<file path="config.mk">
export PLATFORM = sky130hd
export DESIGN_NAME = control_unit_flat
export DESIGN_NICKNAME = d
export VERILOG_FILES = /design/src/rtl/control_unit_if.sv /design/src/rtl/control_unit.sv /design/src/flat_wrapper.sv
export SDC_FILE = /design/constraint.sdc
export NUM_CORES = 1
export LEC_CHECK = 0
export CAP_MARGIN = 20
export CORE_MARGIN = 10
export CORE_UTILIZATION = 27
export CTS_CLUSTER_DIAMETER = 60
export DETAILED_ROUTE_END_ITERATION = 6
export SLEW_MARGIN = 20
export SYNTH_ARGS = -nofsm -noshare
export SYNTH_HDL_FRONTEND = slang
export SYNTH_SLANG_ARGS = --single-unit
</file>
<file path="constraint.sdc">
create_clock -name Clock -period 3.33 [get_ports Clock]
set_input_delay 0.8325 -clock Clock [delete_from_list [all_inputs] [get_ports Clock]]
set_output_delay 0.8325 -clock Clock [all_outputs]
set_load 0.005 [all_outputs]
</file>
<file path="src/rtl/control_unit_if.sv">
// Connection bundle between the control sequencer and the bus-based datapath:
// instruction/condition/stop inputs plus every control strobe and the ALU opcode.
interface control_unit_if;
   // There is no valid/ready handshake on this bundle. The sequencer is a Moore
   // machine, so every output holds for the whole clock cycle of its step. The
   // inputs IR, CON_FF and Stop are sampled as levels on the rising edge.
   logic [31:0] IR;
   logic        CON_FF;
   logic        Stop;

   logic [4:0]  opcode;
   logic        Gra, Grb, Grc, Rin, Rout, BAout;
   logic        HIin, LOin, Yin, Zin, PCin, IRin, MARin, MDRin, Outportin, CONin;
   logic        HIout, LOout, Zhighout, Zlowout, PCout, MDRout, Inportout, Cout;
   logic        Read, Write, IncPC;
   logic        Run;
   logic [3:0]  dbg_state;

   modport master (
      input  IR, CON_FF, Stop,
      output opcode,
      output Gra, Grb, Grc, Rin, Rout, BAout,
      output HIin, LOin, Yin, Zin, PCin, IRin, MARin, MDRin, Outportin, CONin,
      output HIout, LOout, Zhighout, Zlowout, PCout, MDRout, Inportout, Cout,
      output Read, Write, IncPC, Run, dbg_state
   );

   modport slave (
      output IR, CON_FF, Stop,
      input  opcode,
      input  Gra, Grb, Grc, Rin, Rout, BAout,
      input  HIin, LOin, Yin, Zin, PCin, IRin, MARin, MDRin, Outportin, CONin,
      input  HIout, LOout, Zhighout, Zlowout, PCout, MDRout, Inportout, Cout,
      input  Read, Write, IncPC, Run, dbg_state
   );
endinterface

</file>
<file path="src/rtl/control_unit.sv">
// Hardwired Moore control sequencer: one state per T-step, fetch in T0..T2,
// then an execute sequence selected by the instruction class in IR[31:27].
module control_unit #(
   parameter logic [4:0] ADD_OP = 5'b00011
) (
   input logic            Clock,
   input logic            clear,
   control_unit_if.master bus
);

   typedef enum logic [3:0] {
      S_RESET, S_T0, S_T1, S_T2, S_T3, S_T4, S_T5, S_T6, S_T7, S_HALTED
   } state_t;

   typedef enum logic [3:0] {
      C_LD, C_LDI, C_ST, C_ALU, C_IMM, C_MULDIV, C_NEGNOT, C_BR,
      C_JR, C_JAL, C_IN, C_OUT, C_MFHI, C_MFLO, C_NOP, C_HALT
   } iclass_t;

   state_t     r_state;
   state_t     w_next_state;
   state_t     w_last_step;
   iclass_t    w_class;
   logic [4:0] w_op;
   logic       w_unused_ir;

   assign w_op          = bus.IR[31:27];
   assign w_unused_ir   = ^bus.IR[26:0];
   assign bus.dbg_state = r_state;

   always_comb begin
      w_class = C_NOP;
      case (w_op)
         5'b00000: w_class = C_LD;
         5'b00001: w_class = C_LDI;
         5'b00010: w_class = C_ST;
         5'b00011, 5'b00100, 5'b00101, 5'b00110,
         5'b00111, 5'b01000, 5'b01001, 5'b01010: w_class = C_ALU;
         5'b01011, 5'b01100, 5'b01101: w_class = C_IMM;
         5'b01110, 5'b01111: w_class = C_MULDIV;
         5'b10000, 5'b10001: w_class = C_NEGNOT;
         5'b10010: w_class = C_BR;
         5'b10011: w_class = C_JR;
         5'b10100: w_class = C_JAL;
         5'b10101: w_class = C_IN;
         5'b10110: w_class = C_OUT;
         5'b10111: w_class = C_MFHI;
         5'b11000: w_class = C_MFLO;
         5'b11010: w_class = C_HALT;
         default:  w_class = C_NOP;  // nop and every undefined opcode
      endcase
   end

   always_comb begin
      w_last_step = S_T7;
      case (w_class)
         C_NOP:                                   w_last_step = S_T2;
         C_JR, C_IN, C_OUT, C_MFHI, C_MFLO, C_HALT: w_last_step = S_T3;
         C_NEGNOT, C_JAL:                         w_last_step = S_T4;
         C_ALU, C_IMM, C_LDI:                     w_last_step = S_T5;
         C_MULDIV, C_BR:                          w_last_step = S_T6;
         default:                                 w_last_step = S_T7;
      endcase
   end

   always_ff @(posedge Clock or negedge clear) begin
      if (!clear) r_state <= S_RESET;
      else        r_state <= w_next_state;
   end

   // Stop only matters on the edge that leaves the last step of an instruction.
   always_comb begin
      w_next_state = r_state;
      case (r_state)
         S_RESET:  w_next_state = S_T0;
         S_HALTED: w_next_state = S_HALTED;
         default: begin
            if (r_state == w_last_step)
               w_next_state = (bus.Stop || w_class == C_HALT) ? S_HALTED : S_T0;
            else
               w_next_state = state_t'(r_state + 4'd1);
         end
      endcase
   end

   always_comb begin
      bus.opcode    = 5'b00000;
      bus.Gra       = 1'b0;
      bus.Grb       = 1'b0;
      bus.Grc       = 1'b0;
      bus.Rin       = 1'b0;
      bus.Rout      = 1'b0;
      bus.BAout     = 1'b0;
      bus.HIin      = 1'b0;
      bus.LOin      = 1'b0;
      bus.Yin       = 1'b0;
      bus.Zin       = 1'b0;
      bus.PCin      = 1'b0;
      bus.IRin      = 1'b0;
      bus.MARin     = 1'b0;
      bus.MDRin     = 1'b0;
      bus.Outportin = 1'b0;
      bus.CONin     = 1'b0;
      bus.HIout     = 1'b0;
      bus.LOout     = 1'b0;
      bus.Zhighout  = 1'b0;
      bus.Zlowout   = 1'b0;
      bus.PCout     = 1'b0;
      bus.MDRout    = 1'b0;
      bus.Inportout = 1'b0;
      bus.Cout      = 1'b0;
      bus.Read      = 1'b0;
      bus.Write     = 1'b0;
      bus.IncPC     = 1'b0;
      bus.Run       = 1'b0;
      if (r_state != S_RESET && r_state != S_HALTED) begin
         bus.Run    = 1'b1;
         bus.opcode = ADD_OP;
      end
      case (r_state)
         S_T0: begin bus.PCout = 1'b1; bus.MARin = 1'b1; bus.IncPC = 1'b1; bus.Zin = 1'b1; end
         S_T1: begin bus.Zlowout = 1'b1; bus.PCin = 1'b1; bus.Read = 1'b1; bus.MDRin = 1'b1; end
         S_T2: begin bus.MDRout = 1'b1; bus.IRin = 1'b1; end
         S_T3: begin
            case (w_class)
               C_ALU, C_IMM:      begin bus.Grb = 1'b1; bus.Rout = 1'b1; bus.Yin = 1'b1; end
               C_LDI, C_LD, C_ST: begin bus.Grb = 1'b1; bus.BAout = 1'b1; bus.Yin = 1'b1; end
               C_MULDIV:          begin bus.Gra = 1'b1; bus.Rout = 1'b1; bus.Yin = 1'b1; end
               C_NEGNOT: begin
                  bus.Grb = 1'b1; bus.Rout = 1'b1; bus.Zin = 1'b1; bus.opcode = w_op;
               end
               C_BR:   begin bus.Gra = 1'b1; bus.Rout = 1'b1; bus.CONin = 1'b1; end
               C_JR:   begin bus.Gra = 1'b1; bus.Rout = 1'b1; bus.PCin = 1'b1; end
               C_JAL:  begin bus.PCout = 1'b1; bus.Grb = 1'b1; bus.Rin = 1'b1; end
               C_IN:   begin bus.Inportout = 1'b1; bus.Gra = 1'b1; bus.Rin = 1'b1; end
               C_OUT:  begin bus.Gra = 1'b1; bus.Rout = 1'b1; bus.Outportin = 1'b1; end
               C_MFHI: begin bus.HIout = 1'b1; bus.Gra = 1'b1; bus.Rin = 1'b1; end
               C_MFLO: begin bus.LOout = 1'b1; bus.Gra = 1'b1; bus.Rin = 1'b1; end
               default: ;
            endcase
         end
         S_T4: begin
            case (w_class)
               C_ALU:    begin bus.Grc = 1'b1; bus.Rout = 1'b1; bus.Zin = 1'b1; bus.opcode = w_op; end
               C_IMM:    begin bus.Cout = 1'b1; bus.Zin = 1'b1; bus.opcode = w_op; end
               C_LDI, C_LD, C_ST: begin bus.Cout = 1'b1; bus.Zin = 1'b1; end
               C_MULDIV: begin bus.Grb = 1'b1; bus.Rout = 1'b1; bus.Zin = 1'b1; bus.opcode = w_op; end
               C_NEGNOT: begin bus.Zlowout = 1'b1; bus.Gra = 1'b1; bus.Rin = 1'b1; end
               C_BR:     begin bus.PCout = 1'b1; bus.Yin = 1'b1; end
               C_JAL:    begin bus.Gra = 1'b1; bus.Rout = 1'b1; bus.PCin = 1'b1; end
               default: ;
            endcase
         end
         S_T5: begin
            case (w_class)
               C_ALU, C_IMM, C_LDI: begin bus.Zlowout = 1'b1; bus.Gra = 1'b1; bus.Rin = 1'b1; end
               C_LD, C_ST:          begin bus.Zlowout = 1'b1; bus.MARin = 1'b1; end
               C_MULDIV:            begin bus.Zlowout = 1'b1; bus.LOin = 1'b1; end
               C_BR:                begin bus.Cout = 1'b1; bus.Zin = 1'b1; end
               default: ;
            endcase
         end
         S_T6: begin
            case (w_class)
               C_LD:     begin bus.Read = 1'b1; bus.MDRin = 1'b1; end
               C_ST:     begin bus.Gra = 1'b1; bus.Rout = 1'b1; bus.MDRin = 1'b1; end
               C_MULDIV: begin bus.Zhighout = 1'b1; bus.HIin = 1'b1; end
               C_BR: begin
                  if (bus.CON_FF) begin bus.Zlowout = 1'b1; bus.PCin = 1'b1; end
               end
               default: ;
            endcase
         end
         S_T7: begin
            case (w_class)
               C_LD:    begin bus.MDRout = 1'b1; bus.Gra = 1'b1; bus.Rin = 1'b1; end
               C_ST:    bus.Write = 1'b1;
               default: ;
            endcase
         end
         default: ;
      endcase
   end

endmodule

</file>
<file path="src/flat_wrapper.sv">
// flat-port wrapper written by rule: the top's interface ports become plain ports
module control_unit_flat 
#(
   parameter logic [4:0] ADD_OP = 5'b00011
)
  (Clock, clear, bus_IR, bus_CON_FF, bus_Stop, bus_opcode, bus_Gra, bus_Grb, bus_Grc, bus_Rin, bus_Rout, bus_BAout, bus_HIin, bus_LOin, bus_Yin, bus_Zin, bus_PCin, bus_IRin, bus_MARin, bus_MDRin, bus_Outportin, bus_CONin, bus_HIout, bus_LOout, bus_Zhighout, bus_Zlowout, bus_PCout, bus_MDRout, bus_Inportout, bus_Cout, bus_Read, bus_Write, bus_IncPC, bus_Run, bus_dbg_state);
  control_unit_if bus_i ();
  input logic Clock;
  input logic clear;
  input wire logic [$bits(bus_i.IR)-1:0] bus_IR;
  input wire logic [$bits(bus_i.CON_FF)-1:0] bus_CON_FF;
  input wire logic [$bits(bus_i.Stop)-1:0] bus_Stop;
  output wire logic [$bits(bus_i.opcode)-1:0] bus_opcode;
  output wire logic [$bits(bus_i.Gra)-1:0] bus_Gra;
  output wire logic [$bits(bus_i.Grb)-1:0] bus_Grb;
  output wire logic [$bits(bus_i.Grc)-1:0] bus_Grc;
  output wire logic [$bits(bus_i.Rin)-1:0] bus_Rin;
  output wire logic [$bits(bus_i.Rout)-1:0] bus_Rout;
  output wire logic [$bits(bus_i.BAout)-1:0] bus_BAout;
  output wire logic [$bits(bus_i.HIin)-1:0] bus_HIin;
  output wire logic [$bits(bus_i.LOin)-1:0] bus_LOin;
  output wire logic [$bits(bus_i.Yin)-1:0] bus_Yin;
  output wire logic [$bits(bus_i.Zin)-1:0] bus_Zin;
  output wire logic [$bits(bus_i.PCin)-1:0] bus_PCin;
  output wire logic [$bits(bus_i.IRin)-1:0] bus_IRin;
  output wire logic [$bits(bus_i.MARin)-1:0] bus_MARin;
  output wire logic [$bits(bus_i.MDRin)-1:0] bus_MDRin;
  output wire logic [$bits(bus_i.Outportin)-1:0] bus_Outportin;
  output wire logic [$bits(bus_i.CONin)-1:0] bus_CONin;
  output wire logic [$bits(bus_i.HIout)-1:0] bus_HIout;
  output wire logic [$bits(bus_i.LOout)-1:0] bus_LOout;
  output wire logic [$bits(bus_i.Zhighout)-1:0] bus_Zhighout;
  output wire logic [$bits(bus_i.Zlowout)-1:0] bus_Zlowout;
  output wire logic [$bits(bus_i.PCout)-1:0] bus_PCout;
  output wire logic [$bits(bus_i.MDRout)-1:0] bus_MDRout;
  output wire logic [$bits(bus_i.Inportout)-1:0] bus_Inportout;
  output wire logic [$bits(bus_i.Cout)-1:0] bus_Cout;
  output wire logic [$bits(bus_i.Read)-1:0] bus_Read;
  output wire logic [$bits(bus_i.Write)-1:0] bus_Write;
  output wire logic [$bits(bus_i.IncPC)-1:0] bus_IncPC;
  output wire logic [$bits(bus_i.Run)-1:0] bus_Run;
  output wire logic [$bits(bus_i.dbg_state)-1:0] bus_dbg_state;
  assign bus_i.IR = bus_IR;
  assign bus_i.CON_FF = bus_CON_FF;
  assign bus_i.Stop = bus_Stop;
  assign bus_opcode = bus_i.opcode;
  assign bus_Gra = bus_i.Gra;
  assign bus_Grb = bus_i.Grb;
  assign bus_Grc = bus_i.Grc;
  assign bus_Rin = bus_i.Rin;
  assign bus_Rout = bus_i.Rout;
  assign bus_BAout = bus_i.BAout;
  assign bus_HIin = bus_i.HIin;
  assign bus_LOin = bus_i.LOin;
  assign bus_Yin = bus_i.Yin;
  assign bus_Zin = bus_i.Zin;
  assign bus_PCin = bus_i.PCin;
  assign bus_IRin = bus_i.IRin;
  assign bus_MARin = bus_i.MARin;
  assign bus_MDRin = bus_i.MDRin;
  assign bus_Outportin = bus_i.Outportin;
  assign bus_CONin = bus_i.CONin;
  assign bus_HIout = bus_i.HIout;
  assign bus_LOout = bus_i.LOout;
  assign bus_Zhighout = bus_i.Zhighout;
  assign bus_Zlowout = bus_i.Zlowout;
  assign bus_PCout = bus_i.PCout;
  assign bus_MDRout = bus_i.MDRout;
  assign bus_Inportout = bus_i.Inportout;
  assign bus_Cout = bus_i.Cout;
  assign bus_Read = bus_i.Read;
  assign bus_Write = bus_i.Write;
  assign bus_IncPC = bus_i.IncPC;
  assign bus_Run = bus_i.Run;
  assign bus_dbg_state = bus_i.dbg_state;
  control_unit #(.ADD_OP(ADD_OP)) u_core (.Clock(Clock), .clear(clear), .bus(bus_i));
endmodule
</file>
==> Word level (Yosys, flattened, before mapping) <==
Memory sizes are Yosys's and may differ from the RTL's.
Cells that the tools add are included.
{ "op_classes": {"reduce_logical": 17, "n_eq_ne": 25, "n_mux": 59, "n_addsub": 1} }
{ "op_table": {"columns": ["operator", "count"], "rows": [
  ["$mux 1", 38],
  ["$eq 4x4->1 const B", 9],
  ["$eq 4x3->1 const B", 8],
  ["$reduce_or 7->1", 3],
  ["$eq 4x2->1 const B", 4],
  ["$pmux 1 s4", 4],
  ["$pmux 1 s2", 7],
  ["$reduce_or 3->1", 4],
  ["$mux 5", 2],
  ["$pmux 5 s2", 1],
  ["$eq 4x1->1 const B", 2],
  ["$logic_not 4->1", 2],
  ["$mux 4", 2],
  ["$pmux 4 s2", 1],
  ["$reduce_or 4->1", 2],
  ["$pmux 1 s3", 2],
  ["$reduce_or 6->1", 1],
  ["$pmux 1 s5", 1],
  ["$add 4x1->4 const B", 1],
  ["$eq 4x4->1", 1],
  ["$ne 4x4->1 const B", 1],
  ["$reduce_bool 4->1", 1],
  ["$reduce_or 2->1", 2],
  ["$mux 2", 1],
  ["other kinds (2)", 2]
]} }
{ "word_totals": {"mem_bits_ro": 192, "wordCells": 105, "n_memories": 2, "reg_bits": 4} }
{ "memory_table": {"columns": ["memory", "depth", "word_bits", "read_ports", "rd_clocked_by_memory_dff", "wr", "line", "text"], "rows": [
  ["(name not given)", 32, 4, 1, 0, 0, "control_unit.sv:33", "case (w_op)"],
  ["(name not given)", 16, 4, 1, 0, 0, "control_unit.sv:56", "case (w_class)"]
]} }

==> Logic depth before layout (Yosys ltp) <==
An unclocked memory read counts as a cell.
{ "logic_depth": {"depth_word": 6, "mapped_depth": 11} }

==> Worst setup path before layout <==
No wires, ideal clock.
{ "synth_path": {"path_type": "input -> output", "startpoint": "input port bus_IR[27]", "endpoint": "output port bus_opcode[0]", "t_required_ns": 2.497, "slack_ns": -0.146, "n_path_buf": 2, "arrival_time_ns": 2.644, "stages": 10, "path_cell_list": "ha_1 buf_6 or3b_1 a21oi_2 or3_4 buf_6 nand2_4 or4_1 a21oi_1 a21oi_1"} }
{ "synth_via": {"elab_chain_len": 5, "elab_cells_between_ends": 9} }
{ "synth_rtl": {"columns": ["element", "line", "text"], "rows": [
  ["start, declared", "flat_wrapper.sv:10", "input wire logic [$bits(bus_i.IR)-1:0] bus_IR;"],
  ["$mem_v2 32x4", null, null],
  ["$eq 4x2->1 or $eq 4x3->1 (tied branches)", "control_unit.sv:143", "case (w_class)"],
  ["$reduce_or 3->1 (no source line)", null, null],
  ["$mux 5", "control_unit.sv:143", null],
  ["$pmux 5 s2 (*)", "control_unit.sv:120", "case (r_state)"],
  ["end, declared", "flat_wrapper.sv:13", "output wire logic [$bits(bus_i.opcode)-1:0] bus_opcode;"]
]} }
Every way passes the cells marked *; elsewhere a longest branch is shown, timed or not.

==> Worst setup path after layout <==
{ "layout_path": {"startpoint": "input port bus_IR[28]", "endpoint": "output port bus_Rout"} }
{ "layout_via": {"elab_chain_len": 5, "elab_cells_between_ends": 16} }
{ "layout_rtl": {"columns": ["element", "line", "text"], "rows": [
  ["$mem_v2 32x4 (*)", null, null],
  ["$eq 4x4->1 (tied with other cells)", "control_unit.sv:125", "case (w_class)"],
  ["$reduce_or 7->1 (no source line) or $reduce_or 3->1 (tied branches)", null, null],
  ["$mux 1 (on tied branches)", "control_unit.sv:125, control_unit.sv:143", null],
  ["$pmux 1 s3 (*)", "control_unit.sv:120", null],
  ["end, declared", "flat_wrapper.sv:18", "output wire logic [$bits(bus_i.Rout)-1:0] bus_Rout;"]
]} }
Marked as above.

==> results_dict.tcl <==
set metrics [dict create \
    status "finished with violations" \
    violations "negative setup slack" \
    die_area_um2 8480 \
    start_util 0.276 \
    fin_crit_sh 1.13 \
    wire_per_inst_um 16.4 \
    cts_max_path_buffers 2 \
    nNetsFinal 380 \
    area.sequential_um2 100 \
    cp-start-kind "primary input" \
    die_x_um 92.1 \
    r2r_cells 7 \
    fillCellCount 445 \
    setup_viol 27 \
    required_ps 2500 \
    ys_async_sr_fraction 1.00 \
    fin_area_um2 3090 \
    synth.area.top_cells "ha_1, dfrtp_1, a21oi_1, nor3_1, nand2_1" \
    yosysUniqueCellTypes 62 \
    min_path_type "reg -> reg" \
    p_leak_nw 1.37 \
    synth_top_area_share 0.0803 \
    largest_reg_flops 4 \
    startpoint "bus_IR[28]" \
    syn-num-nets 250 \
    critPathArrivalTime_ps 2910 \
    min_period_ps 3750 \
    synth_top_flop_cell "dfrtp_1" \
    endpoint_kind "output port" \
    yosys_register_bits 4 \
    min_from "u_core.bus.dbg_state[0]" \
    antenna_found_initial 0 \
    ioPinCount 73 \
    die_h_um 92.1 \
    grt_first_pass_wirelength_mm 10.2 \
    routed_wl_mm 6.63 \
    min_to "u_core.bus.dbg_state[0]" \
    r2r_start "u_core.bus.dbg_state[0]" \
    synth_edf_count 0 \
    yosysSeqAreaShare 0.0714 \
    avgSynthCellArea_um2 6.84 \
    place_area_um2 2340 \
    place_hpwl_mm 4.52 \
    hold_path_depth 2 \
    critPathMaxFanout 4 \
    wl_met1_mm 2.88 \
    highest_layer "met4" \
    fin_skew_ps 0.262 \
    max-cap-violations 0 \
    hold_viol_final 0 \
    synth_top_area_cell "ha_1" \
    cts.htree.levels 1 \
    ir_drop_v 0.000326 \
    grt_pass1_vias 2117 \
    firstDrtPassIters 4 \
    postRouteAntennaNets 0 \
    layout-drive-gt1-share 0.658 \
    worstSetupPathType "in -> out" \
    diodes 0 \
    vias_per_cell 5.24 \
    core-area_um2 5070 \
    clock_sinks 4 \
    wl_met2_mm 3.40 \
    ys_warn_count 0 \
    finalMaxSlewViolations 0 \
    multi_input_area_um2 1660 \
    remaining_drc_errors 0 \
    synth_area_um2 1400 \
    numCtsBuffers 3 \
    synth_cells 205 \
    cts-root-buf "clkbuf_8" \
    vias 2113 \
    clk_pin_slew_worst_paths_ps 30 \
    insertion_delay_ps 220 \
    grt_overflow 0 \
    r2r_end "u_core.bus.dbg_state[3]" \
    regToRegSetupSlack_ps 1670 \
    fmax_mhz 267 \
    setup_slack_ps -417 \
    gp_congestion 0.930 \
    ctsHoldBuffers 0 \
    wl_met3_um 283 \
    grt_use_total 0.140 \
    pwr_density_cell_nw_per_um2 394 \
    cts_tree "yes" \
    drtIter0Drc 102 \
    area_growth_pct 120 \
    slew_headroom 0.575 \
    grt_max_degree 11 \
    io_buffers 45 \
    p_total_mw 1.22 \
    row_count 26 \
    rsz0062_at_grt "yes" \
    max_slew.worst_pin.slew_ps 637 \
]
-- synthesized netlist by cell type, types with 2 or more instances --
| cell type | number |
|---|---|
| nor3b_1 | 2 |
| nor2_1 | 15 |
| or2_2 | 2 |
| a311oi_1 | 2 |
| clkbuf_1 | 4 |
| o211ai_1 | 6 |
| buf_2 | 7 |
| xnor2_1 | 2 |
| nand2b_1 | 5 |
| o31ai_1 | 3 |
| and2_1 | 7 |
| nor2b_1 | 4 |
| a21oi_1 | 18 |
| and3_1 | 3 |
| a21oi_2 | 2 |
| inv_1 | 7 |
| buf_4 | 3 |
| nor3_1 | 17 |
| dfrtp_1 | 4 |
| a21boi_0 | 2 |
| ha_1 | 9 |
| o31ai_2 | 3 |
| mux2i_1 | 2 |
| a211oi_1 | 3 |
| nand2_1 | 17 |
| nor4_1 | 3 |
| nand3_1 | 4 |
| a22oi_1 | 2 |
| buf_6 | 3 |
| o21ai_0 | 12 |
-- metrics by stage --
stage	TNS [ps]	instances	hold WS, ps	utilization	worst slack [ps]
3_5_place_dp	-29220	366	669	0.460	-1150
2_1_floorplan	-166	205	537	-	-82.9
4_1_cts	-4900	391	677	0.533	-405
6_report	-6270	403	682	0.609	-417
5_1_grt	-8350	403	714	0.609	-485
3_3_place_gp	-28370	366	647	0.460	-1130
-- cell families (layout without fill, tap and decap cells) --
family / count (synthesis) / in the layout / share of synthesized area
AOI/OAI and AO/OA: 71 / 71 / 0.358
buffers and inverters: 24 / 152 / 0.0946
muxes: 3 / 3 / 0.0223
and+or+nand+nor: 91 / 91 / 0.355
adders and majority gates: 9 / 9 / 0.0803
DFF: 4 / 4 / 0.0714
xor gates and xnor gates: 3 / 3 / 0.0187
-- final cells by class --
class,count,share of cell area
repair buffers,142,0.377
flip-flops and latches,4,0.0324
inverters,7,0.0101
multi-input cells,177,0.538
clock buffers,3,0.0134
well taps,70,0.0284
-- how the worst max path moves through the flow --
| stage | to | slack, ps | depth (start not counted) |
|---|---|---|---|
| after CTS | bus_opcode[1] | -400 | 11 |
| final | bus_Rout | -420 | 13 |
| after detailed placement | bus_opcode[4] | -1150 | 12 |
| after global routing | bus_Zin | -490 | 13 |
| after global placement | bus_opcode[3] | -1130 | 12 |
| after floorplan | bus_opcode[0] | -80 | 10 |
-- what timing repair did --
item,in CTS,in global routing
endpoints found under the hold margin,0,0
pin swaps,43,39
gates resized for setup,214,69
gates cloned,1,1
setup endpoints to repair,30,30
setup buffers,23,15
-- worst max-delay path: stages --
cell and delay [ps]:
buf_6 100, buf_6 120, ha_4 160, a21oi_4 130, nor2b_4 60, or3_4 390, buf_12 140, buf_6 100
or2_4 250, o32ai_2 260, nand2_1 110, o311ai_1 90, buf_2 160
-- power by group --
group	leakage [nW]	switching [mW]	internal, mW
Combinational	1.30	0.526	0.498
Sequential	0.0478	0.0152	0.0748
Clock	0.0216	0.0255	0.0771
Total	1.37	0.566	0.650
-- layout by cell type (no fill, tap or decap), drive strengths merged, types with 4 or more instances in the layout --
master / count
inv: 7
nand3: 5
clkdlybuf4s50: 10
nor2: 15
o211ai: 6
nand2b: 5
and2: 7
or2: 4
nand2: 18
o31ai: 6
nor3: 18
dfrtp: 4
ha: 9
nor2b: 5
clkbuf: 5
o21ai: 13
a21oi: 20
buf: 130
-- metal layers --
layer / global-route usage / vias up
met4: 0.0321 / 0
met1: 0.179 / 1024
li1: - / 1027
met5: 0 / -
met3: 0.0139 / 8
met2: 0.244 / 54
(Power assumes the default switching activity.)
